==> src/rtl/sdf_bf_stage.sv <==
// Radix-2 SDF butterfly controller for one FFT stage: steers the external delay lane and
// emits sums (second half-frame) and lane-delayed differences (next first half-frame).
module sdf_bf_stage #(
  parameter  int DELAY_LEN = 8,
  localparam int CW = (DELAY_LEN > 1) ? $clog2(DELAY_LEN) : 1
) (
  input  logic               clk,
  input  logic               rst_n,
  input  logic               in_valid,
  input  logic signed [15:0] x_in_re,
  input  logic signed [15:0] x_in_im,
  output logic               dl_enable,
  output logic signed [15:0] dl_in_re,
  output logic signed [15:0] dl_in_im,
  input  logic signed [15:0] dl_out_re,
  input  logic signed [15:0] dl_out_im,
  output logic               out_valid,
  output logic signed [15:0] y_re,
  output logic signed [15:0] y_im,
  output logic               out_diff,
  output logic [CW-1:0]      out_idx
);

  localparam int NW = $clog2(2 * DELAY_LEN);

  logic [NW-1:0]      cnt_q, cnt_d;
  logic               primed_q;
  logic               out_valid_q;
  logic signed [15:0] y_re_q, y_im_q;
  logic               out_diff_q;
  logic [CW-1:0]      out_idx_q, idx_d;

  logic               fill, last_fill;
  logic signed [16:0] sum_re, sum_im, dif_re, dif_im;
  logic signed [15:0] s_re, s_im, d_re, d_im;
  logic signed [15:0] cand_re, cand_im;
  logic [NW-1:0]      bf_off;

  assign fill      = cnt_q < NW'(DELAY_LEN);
  assign last_fill = cnt_q == NW'(DELAY_LEN - 1);

  // 17-bit add/sub then floor-halve; the halved result always fits 16 bits.
  assign sum_re = 17'(dl_out_re) + 17'(x_in_re);
  assign sum_im = 17'(dl_out_im) + 17'(x_in_im);
  assign dif_re = 17'(dl_out_re) - 17'(x_in_re);
  assign dif_im = 17'(dl_out_im) - 17'(x_in_im);
  assign s_re   = 16'(sum_re >>> 1);
  assign s_im   = 16'(sum_im >>> 1);
  assign d_re   = 16'(dif_re >>> 1);
  assign d_im   = 16'(dif_im >>> 1);

  assign dl_enable = in_valid;
  assign dl_in_re  = fill ? x_in_re : d_re;
  assign dl_in_im  = fill ? x_in_im : d_im;
  assign cand_re   = fill ? dl_out_re : s_re;
  assign cand_im   = fill ? dl_out_im : s_im;

  assign cnt_d  = (cnt_q == NW'(2 * DELAY_LEN - 1)) ? '0 : cnt_q + 1'b1;
  assign bf_off = cnt_q - NW'(DELAY_LEN);
  assign idx_d  = fill ? CW'(cnt_q) : CW'(bf_off);

  always_ff @(posedge clk or negedge rst_n) begin
    if (!rst_n) begin
      cnt_q       <= '0;
      primed_q    <= 1'b0;
      out_valid_q <= 1'b0;
      y_re_q      <= '0;
      y_im_q      <= '0;
      out_diff_q  <= 1'b0;
      out_idx_q   <= '0;
    end else begin
      // Until one full half-frame has entered the lane, FILL outputs are stale lane data.
      out_valid_q <= in_valid & (~fill | primed_q);
      if (in_valid) begin
        cnt_q      <= cnt_d;
        if (last_fill) primed_q <= 1'b1;
        y_re_q     <= cand_re;
        y_im_q     <= cand_im;
        out_diff_q <= fill;
        out_idx_q  <= idx_d;
      end
    end
  end

  assign out_valid = out_valid_q;
  assign y_re      = y_re_q;
  assign y_im      = y_im_q;
  assign out_diff  = out_diff_q;
  assign out_idx   = out_idx_q;

endmodule
==> config.mk <==
export PLATFORM = sky130hd
export DESIGN_NAME = sdf_bf_stage
export DESIGN_NICKNAME = d
export VERILOG_FILES = /design/src/rtl/sdf_bf_stage.sv
export SDC_FILE = /design/constraint.sdc
export NUM_CORES = 1
export LEC_CHECK = 0
export CAP_MARGIN = 10
export CORE_UTILIZATION = 40
export DETAILED_ROUTE_END_ITERATION = 8
export GPL_TIMING_DRIVEN = 0
export PLACE_DENSITY = 0.67
export SLEW_MARGIN = 10
export SYNTH_ARGS = -nofsm -noshare
export SYNTH_HDL_FRONTEND = slang
export SYNTH_SLANG_ARGS = --single-unit
==> constraint.sdc <==
create_clock -name clk -period 4.9 [get_ports clk]
set_input_delay 0.98 -clock clk [delete_from_list [all_inputs] [get_ports clk]]
set_output_delay 0.98 -clock clk [all_outputs]
set_load 0.01 [all_outputs]
**After elaboration in Yosys (flattened, before gate mapping)**

Cells that the tools add are included.

- Reduce and logical (&&, ||, !) cells: 1
- Add/subtract/negate cells: 6
- Order comparisons: 1
- Muxes and demuxes: 6
- Equality and inequality tests: 2
- Bitwise gates (word level): 3

Operator list:

| operator | number |
|---|---|
| 16-bit two-way mux | 4 |
| 16-bit by 16-bit adder with 17-bit output | 2 |
| 16-bit by 16-bit subtractor with 17-bit output | 2 |
| 4-bit by 1-bit adder with 4-bit output (second input constant) | 1 |
| 4-bit by 3-bit equality test with 1-bit output (second input constant) | 1 |
| 4-bit equality test (second input constant) | 1 |
| 4-bit < comparator (second input constant) | 1 |
| 4-bit two-way mux | 1 |
| 3-bit two-way mux | 1 |
| 3-bit by 1-bit subtractor with 3-bit output (second input constant) | 1 |
| 2-bit AND reduction | 1 |
| 1-bit AND | 1 |
| 1-bit NOT | 1 |
| 1-bit bitwise OR | 1 |

- Logic and storage cells: 26
- Output and inout port bits: 70
- Register bits: 42
- Bits of input ports: 67

**Logic depth before layout (Yosys ltp)**

Gate-level depths: netlist (run 1).

- Depth after elaboration: 4
- Mapped depth: 10
- Depth with buffers taken out: 9

**Least setup slack after synthesis (run 1)**

No wires, ideal clock.

- Path kind: input to output
- Start point: input port x_in_im[2]
- End point: output port dl_in_im[11]
- Path slack: 1014 ps
- Buffers on the path: 1
- Data required time: 3920 ps
- Stages on the path: 10
- Data arrival time: 2906 ps
- Cells stage by stage: inv_1 -> ha_1 -> buf_2 -> nor2b_1 -> o21a_1 -> a311o_1 -> a221o_1 -> a21oi_2 -> xnor2_1 -> mux2i_1

- Longest elaborated chain between the ends: 2

Ends and longest elaborated chain:

| item | line | text |
|---|---|---|
| start: declaration | 11 | `input logic signed [15:0] x_in_im,` |
| 16-bit by 16-bit subtractor with 17-bit output | 46 | `assign dif_im = 17'(dl_out_im) - 17'(x_in_im);` |
| 16-bit two-way mux | 54 | `assign dl_in_im = fill ? x_in_im : d_im;` |
| end: declaration | 14 | `output logic signed [15:0] dl_in_im,` |

Every way passes these cells.

**Worst setup path after layout (run 1)**

- Start point: input port x_in_im[4]
- End point: output port dl_in_im[14]

The elaborated chain is that of the path after synthesis.

==> out/metrics.cfg, run 1 <==
[outcome]
status=completed

[sta]
slew_headroom_pct=35.7
fin_crit_ns=4.81
hold_violations=0
skew_ns=0.00701
fin_hold_ws_ns=0.484
fin_crit_sh_pct=98.2
setup_tns_ns=0
finalSetupViolCount=0
grt_setup_unrepaired=yes
final_max_slew_viol_count=0
timing.fmax_mhz=208
tightest_slew_ns=0.964

[cells_and_area]
n_antenna_cell=0
final_util_pct=56.2
fillers=1203
nets=964
layout-drive-gt1-share_pct=5.88
syn_to_final_growth_pct=34.5

[job]
max_cap_viol_count=0

[power_and_ir_drop]
p_clk_share_pct=17.3
power.leakage_nw=3.24
seqPwrFrac_pct=22.3
power_density_mw_per_mm2=346
vdd_ir_drop_max_uv=149
p_switching_w=0.00102
swShare_pct=41.1
power_frac_comb_pct=60.4
p_int_w=0.00147

[floorplanning]
rows=41
start_util_pct=41.8
io_pins=137
core_mm2=0.0128
die_area_mm2=0.0139
die_y_um=118
die_x_um=118

[clocking]
cts_tree=done
cts_buffers=5
cts.clk_slew.worst_paths_ns=0.06
cts_htree_levels=2
clock_latency_ns=0.29
clock_path_buffers=2
hold_buffers=0
clock_sinks=42
cts-root-buf=clkbuf_16

[critical_path]
arrival_ns=3.83
crit_path_start_kind=input port
worstPathMaxFanout=10
critPathCaptureType=primary output
crit_type=in2out
cp_data_required_time_ns=3.92
rr_worst_depth=5

[synth]
syn_nets=823
async_flop_share_pct=100
seq_area_frac_synth_pct=19.6
synth-seq-cells=42
synth_edf_count=0
synth_warnings=0
syn_inst=691
postSynth.topFlopCell=dfrtp_1
syn_area_per_cell_um2=7.75
synth_cell_type_count=65
synth_area_mm2=0.00536

[routing]
first_iter_violations=355
highest_layer=met4
wl_met1_mm=8.31
wirelength_mm=18.2
num_vias=5535
ant_nets=0
dr_wl_met3_um=851
drc=0
met2_length_mm=8.69
via_per_inst=5.51
drt_pass1_iterations=5
detail_route.wl_per_cell_um=18.1

[worst_hold_path]
holdPathStages=1
hold_class=reg2reg

[grt]
grt_first_pass_wirelength_mm=29.1
overflow=0
grt_pass1_vias=5574
antenna_found_initial=0
grt_max_degree=39
grt_usage_pct=26.3

[placement]
gp_congestion=0.899
hpwlAfterDp_mm=14.4
portBuffers=135

## cell families (layout without fill, tap and decap cells)
kind of cell    count (synthesis)  count (layout)  synth area share [%]
xor+xnor                       47              47                  7.68
compound gates                225             225                  28.2
buf+inv                       106             248                  7.64
flops                          42              42                  19.6
mux                            22              22                  4.23
fa+ha+maj                      65              65                  15.7
simple gates                  184             184                  16.9
## path summary, 6_finish.rpt
path	to	startpoint	slack, ns
worst max-delay path	dl_in_im[14]	x_in_im[4]	0.09
worst min-delay path	primed_q$_DFFE_PN0P_	primed_q$_DFFE_PN0P_	0.48
worst max register to register	out_valid$_DFF_PN0_	cnt_q[3]$_DFFE_PN0P_	2.75
worst min register to register	primed_q$_DFFE_PN0P_	primed_q$_DFFE_PN0P_	0.48
max in group asynchronous	y_im[12]$_DFFE_PN0P_	rst_n	3.96
min in group asynchronous	y_im[1]$_DFFE_PN0P_	rst_n	0.52
## timing repair
action,in CTS,in global routing
resized for setup,17,24
pin swaps,3,3
endpoints found under the setup margin,15,14
gates cloned,0,0
endpoints found under the hold margin,0,0
setup buffers,1,1
## power groups by stage
stage / clock network [W] / logic (W) / registers, W
6_report: 0.000431 / 0.00151 / 0.000557
5_1_grt: 0.000448 / 0.00163 / 0.000569
4_1_cts: 0.000435 / 0.00151 / 0.000555
3_5_place_dp: 0 / 0.00150 / 0.000559
3_3_place_gp: 0 / 0.00149 / 0.000555
2_1_floorplan: 0 / 0.000743 / 0.000579
## cell usage after synthesis (5+ instances only)
master    count  share of area, %
o221ai_1      8               1.3
nor3_1       15               1.4
nand2_1      34               2.4
nor2b_1      23               2.7
o21bai_1      8               1.1
o21ai_0      55               5.1
a21oi_1      52               4.9
ha_1         61                14
buf_2         6              0.56
xnor2_1      37               6.0
mux2_2        5               1.1
nand2b_1      7              0.82
or3_1         7              0.82
a211oi_1     20               2.8
mux2i_1      17               3.2
clkbuf_1     35               2.5
nand3_1      17               1.6
a21o_1       28               3.9
dfrtp_1      42                20
inv_1        60               4.2
xor2_1       10               1.6
nor2_1       59               4.1
## routing by layer
metal / vias to the layer above / GRT usage [%]
met2: 194 / 46.1
met3: 24 / 1.84
li1: 2723 / -
met4: 0 / 7.61
met1: 2594 / 34.3
met5: - / 0
## layout by cell type, fill, tap and decap left out, drive strengths merged, types with 9 or more instances in the layout
cell,count
ha,61
buf,13
nand2,34
nor2b,23
mux2i,17
dfrtp,42
o21ai,55
a211oi,21
xor2,10
clkdlybuf4s50,120
dlymetal6s2s,9
xnor2,37
a21o,28
nor3,15
clkbuf,38
nand3,17
nor2,59
inv,60
a21oi,53
## state kept, by name (all words and copies together), names as in the netlist
signal     cells
primed_q       1
out_valid      1
cnt_q          4
out_idx        3
y_im          16
y_re          16
out_diff       1
## area by class of cell
type | count | area [um2] | area share (%)
clock inverters | 3 | 68.8 | 0.955
flip-flops and latches | 42 | 1050 | 14.6
inverters | 61 | 229 | 3.18
well taps | 172 | 215 | 2.99
multi-input cells | 543 | 3950 | 54.8
repair buffers | 138 | 1400 | 19.4
clock buffers | 5 | 125 | 1.74
plain buffers | 41 | 173 | 2.40
## metrics by stage
stage                     instance area [um2]  worst slack, ns  instances  power (W)
final                                    7210           0.0899       1005    0.00249
after floorplan                          5360             1.01        691    0.00132
after detailed placement                 6940           -0.290        999    0.00206
after CTS                                7170          0.00860       1006    0.00250
after global placement                   6920           -0.241        998    0.00204
after global routing                     7210          -0.0502       1005    0.00264
## critical path, cell delays in order
cell and delay (ns):
clkdlybuf4s50_1 0.54, inv_1 0.06, ha_1 0.32, clkbuf_2 0.20
and3_1 0.25, a2111oi_4 0.42, buf_4 0.18, nor4_1 0.05
a211oi_1 0.24, xor2_1 0.18, mux2i_1 0.08, dlygate4sd2_1 0.32
Note: power is estimated with default switching activity, not from simulation.
==> run 2: changes to the inputs <==
--- a/config.mk
+++ b/config.mk
@@ -10,6 +10,8 @@
 export DETAILED_ROUTE_END_ITERATION = 8
 export GPL_TIMING_DRIVEN = 0
 export PLACE_DENSITY = 0.67
+export RECOVER_POWER = 50
+export SETUP_SLACK_MARGIN = 0.2
 export SLEW_MARGIN = 10
 export SYNTH_ARGS = -nofsm -noshare
 export SYNTH_HDL_FRONTEND = slang
==> run 2 against run 1 <==
The flow now finishes with violations (max-capacitance violations, max-slew violations). Die area is the same. Combinational power is 3% lower. Register-to-register slack worse by 0.02 ns.
==> out/metrics.cfg, run 2 (synthesized netlist as in run 1, its figures left out) <==
[critical_path]
arrival_ns=3.67  ; was 3.83 ns
cp_data_required_time_ns=3.92  ; about the same
crit_path_start_kind=input port  ; unchanged
crit_type=in2out  ; unchanged
critPathCaptureType=primary output  ; unchanged
worstPathMaxFanout=8  ; was 10

[cells_and_area]
seqCellArea_mm2=0.00105  ; unchanged
final_util_pct=56.5  ; was 56.2%
multi_input_area_mm2=0.00398  ; was 0.00395 mm2
layout-drive-gt1-share_pct=7.97  ; was 5.88%
n_antenna_cell=0  ; unchanged
fin_area_mm2=0.00725  ; was 0.00721 mm2
nets=972  ; was 964
final_common_cell=clkdlybuf4s50_1  ; unchanged
layout_common_cells=clkdlybuf4s50_1, ha_1, inv_1  ; was clkdlybuf4s50_1, inv_1, nor2_1, ha_1, o21ai_0
syn_to_final_growth_pct=35.3  ; was 34.5%
fillers=1212  ; was 1203

[clocking]
clock_sinks=42  ; unchanged
hold_buffers=0  ; unchanged
cts_htree_levels=2  ; unchanged
cts_buffers=5  ; unchanged
cts.clk_slew.worst_paths_ns=0.07  ; was 0.06 ns
clock_latency_ns=0.29  ; about the same
cts-root-buf=clkbuf_16  ; unchanged
clock_path_buffers=2  ; unchanged
cts_tree=done  ; unchanged

[grt]
grt_pass1_vias=5606  ; was 5574
grt_usage_pct=26.3  ; about the same
antenna_found_initial=0  ; unchanged
overflow=0  ; unchanged
grt_max_degree=39  ; unchanged
grt_first_pass_wirelength_mm=29.2  ; was 29.1 mm

[placement]
gp_congestion=0.899  ; unchanged
portBuffers=135  ; unchanged
dpl_cell_area_mm2=0.00694  ; unchanged
hpwlAfterDp_mm=14.4  ; unchanged

[sta]
final_max_slew_viol_count=39  ; was 0
fin_hold_ws_ns=0.486  ; was 0.484 ns
timing.fmax_mhz=215  ; was 208 MHz
slew_headroom_pct=-36.3  ; was 35.7%
skew_ns=0.00798  ; was 0.00701 ns
finalSetupViolCount=0  ; unchanged
fin_crit_sh_pct=94.9  ; was 98.2%
hold_violations=0  ; unchanged
tightest_slew_ns=2.04  ; was 0.964 ns
grt_setup_unrepaired=yes  ; unchanged
fin_crit_ns=4.65  ; was 4.81 ns

[routing]
detail_route.wl_per_cell_um=18.2  ; was 18.1 um
via_per_inst=5.56  ; was 5.51
first_iter_violations=303  ; was 355
drc=0  ; unchanged
wirelength_mm=18.4  ; was 18.2 mm
drt_pass1_iterations=5  ; unchanged
num_vias=5637  ; was 5535
ant_nets=0  ; unchanged

[floorplanning]
core_mm2=0.0128  ; unchanged
io_pins=137  ; unchanged
die_area_mm2=0.0139  ; unchanged
die_y_um=118  ; unchanged
rows=41  ; unchanged
die_x_um=118  ; unchanged
start_util_pct=41.8  ; unchanged

[power_and_ir_drop]
power.leakage_nw=3.28  ; was 3.24 nW
vdd_ir_drop_max_uv=149  ; about the same
power_density_mw_per_mm2=339  ; was 346 mW/mm2

[outcome]
status=finished, violations left  ; was completed
violations=max-capacitance violations, max-slew violations

[job]
max_cap_viol_count=1  ; was 0

[worst_hold_path]
hold_class=reg2reg  ; unchanged

## run 2: changes by cell type in the layout (fill, tap and decap cells not counted), sizes merged
cell	previous run	this run
dlymetal6s2s	9	7
dlygate4sd2	3	12
dlygate4sd3	0	28
clkbuf	38	41
clkdlybuf4s50	120	82
buf	13	21
## run 2: final cells by class
| class | instances | share of cell area (%) |
|---|---|---|
| multi-input combinational | 543 | 55.0 |
| timing repair buffer | 142 | 19.0 |
| sequential | 42 | 14.5 |
| inverter | 61 | 3.16 |
| tap | 172 | 2.97 |
| buffer | 45 | 2.74 |
| clock buffer | 5 | 1.73 |
| clock inverter | 3 | 0.949 |
## run 2: path summary, 6_finish.rpt
kind / depth (start not counted) / slack, ns / from / end
setup reg to reg: 5 / 2.73 / cnt_q[3]$_DFFE_PN0P_ / out_valid$_DFF_PN0_
min in group asynchronous: 1 / 0.55 / rst_n / y_im[1]$_DFFE_PN0P_
max in group asynchronous: 2 / 2.14 / rst_n / y_im[11]$_DFFE_PN0P_
hold / removal: 1 / 0.49 / primed_q$_DFFE_PN0P_ / primed_q$_DFFE_PN0P_
hold reg to reg: 1 / 0.49 / primed_q$_DFFE_PN0P_ / primed_q$_DFFE_PN0P_
setup / recovery: 11 / 0.25 / dl_out_re[2] / dl_in_re[7]
## run 2: worst max-delay path, stage by stage
cell and delay, ns:
clkdlybuf4s50_1 0.55, ha_2 0.36, nor2b_1 0.16, o21ai_2 0.15
a21oi_2 0.10, o41ai_2 0.31, buf_4 0.19, xnor2_1 0.11
nand2_1 0.07, o21ai_0 0.11, clkdlybuf4s50_1 0.57
## run 2: power breakdown
group	leakage [nW]	switching (W)	internal [W]	total [W]
logic	2.69	0.000798	0.000672	0.00147
registers	0.495	0.0000895	0.000463	0.000553
clock network	0.0940	0.000139	0.000293	0.000431
total	3.28	0.00103	0.00143	0.00245
## run 2: metal layers
layer | part of all wire, % | GRT usage, % | wire, um | vias to the layer above
met3 | 5.3 | 2.23 | 969 | 26
met1 | 45 | 34.1 | 8300 | 2662
met5 | 0 | 0 | 0 | -
li1 | - | - | - | 2736
met2 | 48 | 46.3 | 8800 | 213
met4 | 2.0 | 7.77 | 370 | 0
## run 2: through the flow
stage                     setup TNS, ns  power [W]  instances  worst slack, ns
after CTS                             0    0.00249       1010            0.133
after floorplan                       0    0.00132        691             1.01
after detailed placement          -2.04    0.00206        999           -0.290
final                                 0    0.00245       1013            0.250
after global placement            -1.77    0.00204        998           -0.241
after global routing                  0    0.00261       1013            0.180
## run 2: repair_timing
item / CTS / global route
pin swaps: 7 / 10
endpoints found under the setup margin: 20 / 14
resized for setup: 47 / 36
buffers inserted: 3 / 3
==> run 3: changes to the inputs <==
--- a/config.mk
+++ b/config.mk
@@ -7,6 +7,7 @@
 export LEC_CHECK = 0
 export CAP_MARGIN = 10
 export CORE_UTILIZATION = 40
+export CTS_CLUSTER_SIZE = 25
 export DETAILED_ROUTE_END_ITERATION = 8
 export GPL_TIMING_DRIVEN = 0
 export PLACE_DENSITY = 0.67
==> results of run 3 <==
Final layout, timing and power as in run 2 (identical DEF).
==> edit: new RTL, flow settings as in run 3 <==
Set the parameter `DELAY_LEN` to 16 (it was 8).
--- a/src/rtl/sdf_bf_stage.sv
+++ b/src/rtl/sdf_bf_stage.sv
@@ -1,7 +1,7 @@
 // Radix-2 SDF butterfly controller for one FFT stage: steers the external delay lane and
 // emits sums (second half-frame) and lane-delayed differences (next first half-frame).
 module sdf_bf_stage #(
-  parameter  int DELAY_LEN = 8,
+  parameter  int DELAY_LEN = 16,
   localparam int CW = (DELAY_LEN > 1) ? $clog2(DELAY_LEN) : 1
 ) (
   input  logic               clk,
Interface: changed (resized out_idx); port bits go from 137 to 138. No check against the original RTL was run, so the function may have changed too.
==> edit against run 3 <==
- wire length increased by 12%
- die area rose by 7.1%
- count of clock-buffer cells in the layout did not move
- largest cell class unchanged
- register-to-register slack lost 0.24 ns
- design area rose by 5.9%
- sequential cell count grew 2
- total power rose by 16%
- the flow still finishes with violations (capacitance limit, slew limit)
- synthesized area is 7.2% higher
- sequential power is 8.5% higher
- setup slack worse by 0.031 ns
- combinational power is 24% higher
- sequential share of layout area is 0.15 points lower
==> edit: results (changes against run 3) <==
[status]
outcome=finished, violations left  ; unchanged
failing_checks=capacitance limit, slew limit  ; unchanged

[drt]
drtIter0Drc=435  ; was 303
route.detailed.wl_per_inst_um=19.2  ; was 18.2 um
via_per_inst=5.78  ; was 5.56

[placement]
detailed_place_hpwl_mm=15.6  ; was 14.4 mm
io_buffers=137  ; was 135
routabilityCongestion=0.943  ; was 0.899
place.detailed.instances=1062  ; was 999

[power_and_ir_drop]
vdd_drop_max_v=0.000190  ; was 0.000149 V
p_leak_uw=0.00341  ; was 0.00328 uW

[synth]
synthDistinctLibCells=73  ; was 65
post_synth_inst_count=744  ; was 691
synth.net_count=878  ; was 823
synth_top_area_cells=dfrtp_1, ha_1, a21oi_1  ; was dfrtp_1, ha_1, xnor2_1
synth_commonest_cells=inv_1, nor2_1, ha_1, a21oi_1, nand2_1  ; was ha_1, inv_1, nor2_1, o21ai_0, a21oi_1

[sta]
worst-slew-pin-transition_ns=1.95  ; was 2.04 ns
finalMaxSlewViolations=35  ; was 39
skew_ns=0.00633  ; was 0.00798 ns
whs_ns=0.499  ; was 0.486 ns
finalHoldViolCount=0  ; unchanged

[global_route]
grt_first_pass_wirelength_mm=31.8  ; was 29.2 mm
grt_util_all_layers=0.278  ; was 0.263
first_global_vias=5909  ; was 5,606

[clock_tree]
numCtsBuffers=5  ; unchanged

[flow_run]
timing.max_cap.violations=1  ; unchanged

[cells_and_area]
fraction_of_layout_cells_with_a_size_suffix_above_1=0.0964  ; was 0.0797
num-nets-final=1025  ; was 972

[setup_path]
regToRegSetupSlack_ns=2.49  ; was 2.73 ns
cp_data_arrival_time_ns=3.70  ; was 3.67 ns
largest_driver_fanout_on_the_critical_path=5  ; was 8

[worst_hold_path]
hold_path_startpoint=y_re[3]$_DFFE_PN0P_  ; was primed_q$_DFFE_PN0P_
timing.hold.worst_endpoint=y_re[3]$_DFFE_PN0P_  ; was primed_q$_DFFE_PN0P_

==> edit: power breakdown <==
| group | leakage [uW] | switching, uW | total, uW | internal, uW |
|---|---|---|---|---|
| clock | 0.0000804 | 172 | 415 | 243 |
| combinational | 0.00281 | 1000 | 1830 | 831 |
| sequential | 0.000517 | 90.1 | 600 | 510 |
==> edit: worst max path at each step <==
| stage | startpoint | to | slack [ns] | depth (start not counted) |
|---|---|---|---|---|
| 2_1_floorplan | x_in_re[2] | dl_in_re[9] | 1.16 | 8 |
| 3_3_place_gp | x_in_re[2] | dl_in_re[13] | -0.33 | 11 |
| 3_5_place_dp | x_in_re[2] | dl_in_re[13] | -0.33 | 11 |
| 4_1_cts | x_in_re[6] | dl_in_re[13] | 0.10 | 11 |
| 6_report | dl_out_im[1] | dl_in_im[15] | 0.22 | 10 |
| 5_1_grt | x_in_im[4] | dl_in_im[15] | 0.06 | 11 |
==> edit: cell type report <==
cell class	count	area, um2
clock buffers	5	125
repair buffers	140	1390
well taps	180	225
flip-flops and latches	44	1100
plain buffers	48	213
inverters	68	256
multi-input cells	584	4320
fillers	1348	6260
clock inverters	3	46.3
==> edit: through the flow <==
step	worst slack [ns]	instance area, um2
2_1_floorplan	1.16	5740
3_3_place_gp	-0.333	7340
3_5_place_dp	-0.330	7350
4_1_cts	0.102	7640
5_1_grt	0.0633	7670
6_report	0.219	7670
==> edit: kinds of logic (layout without fill, tap and decap cells) <==
family | after synthesis | in the layout | share of synthesized area
simple gates | 237 | 237 | 0.211
flops | 44 | 44 | 0.192
buf+inv | 116 | 264 | 0.0791
xor+xnor | 30 | 30 | 0.0458
compound gates | 222 | 222 | 0.269
mux | 28 | 28 | 0.0523
fa+ha+maj | 67 | 67 | 0.151
==> edit: routing by layer <==
metal | track usage | vias up | part of all wire
li1 | - | 2963 | -
met1 | 0.370 | 2949 | 0.44
met5 | 0 | - | 0
met4 | 0.0772 | 0 | 0.018
met2 | 0.474 | 255 | 0.47
met3 | 0.0281 | 29 | 0.068
==> edit: repair_timing <==
| item | 4_1_cts | 5_1_grt |
|---|---|---|
| endpoints found under the setup margin | 16 | 12 |
| endpoints found under the hold margin | 0 | 0 |
| setup buffers | 1 | 1 |
| gates resized for setup | 44 | 17 |
| pin swaps | 5 | 3 |
| hold buffers | 0 | 0 |
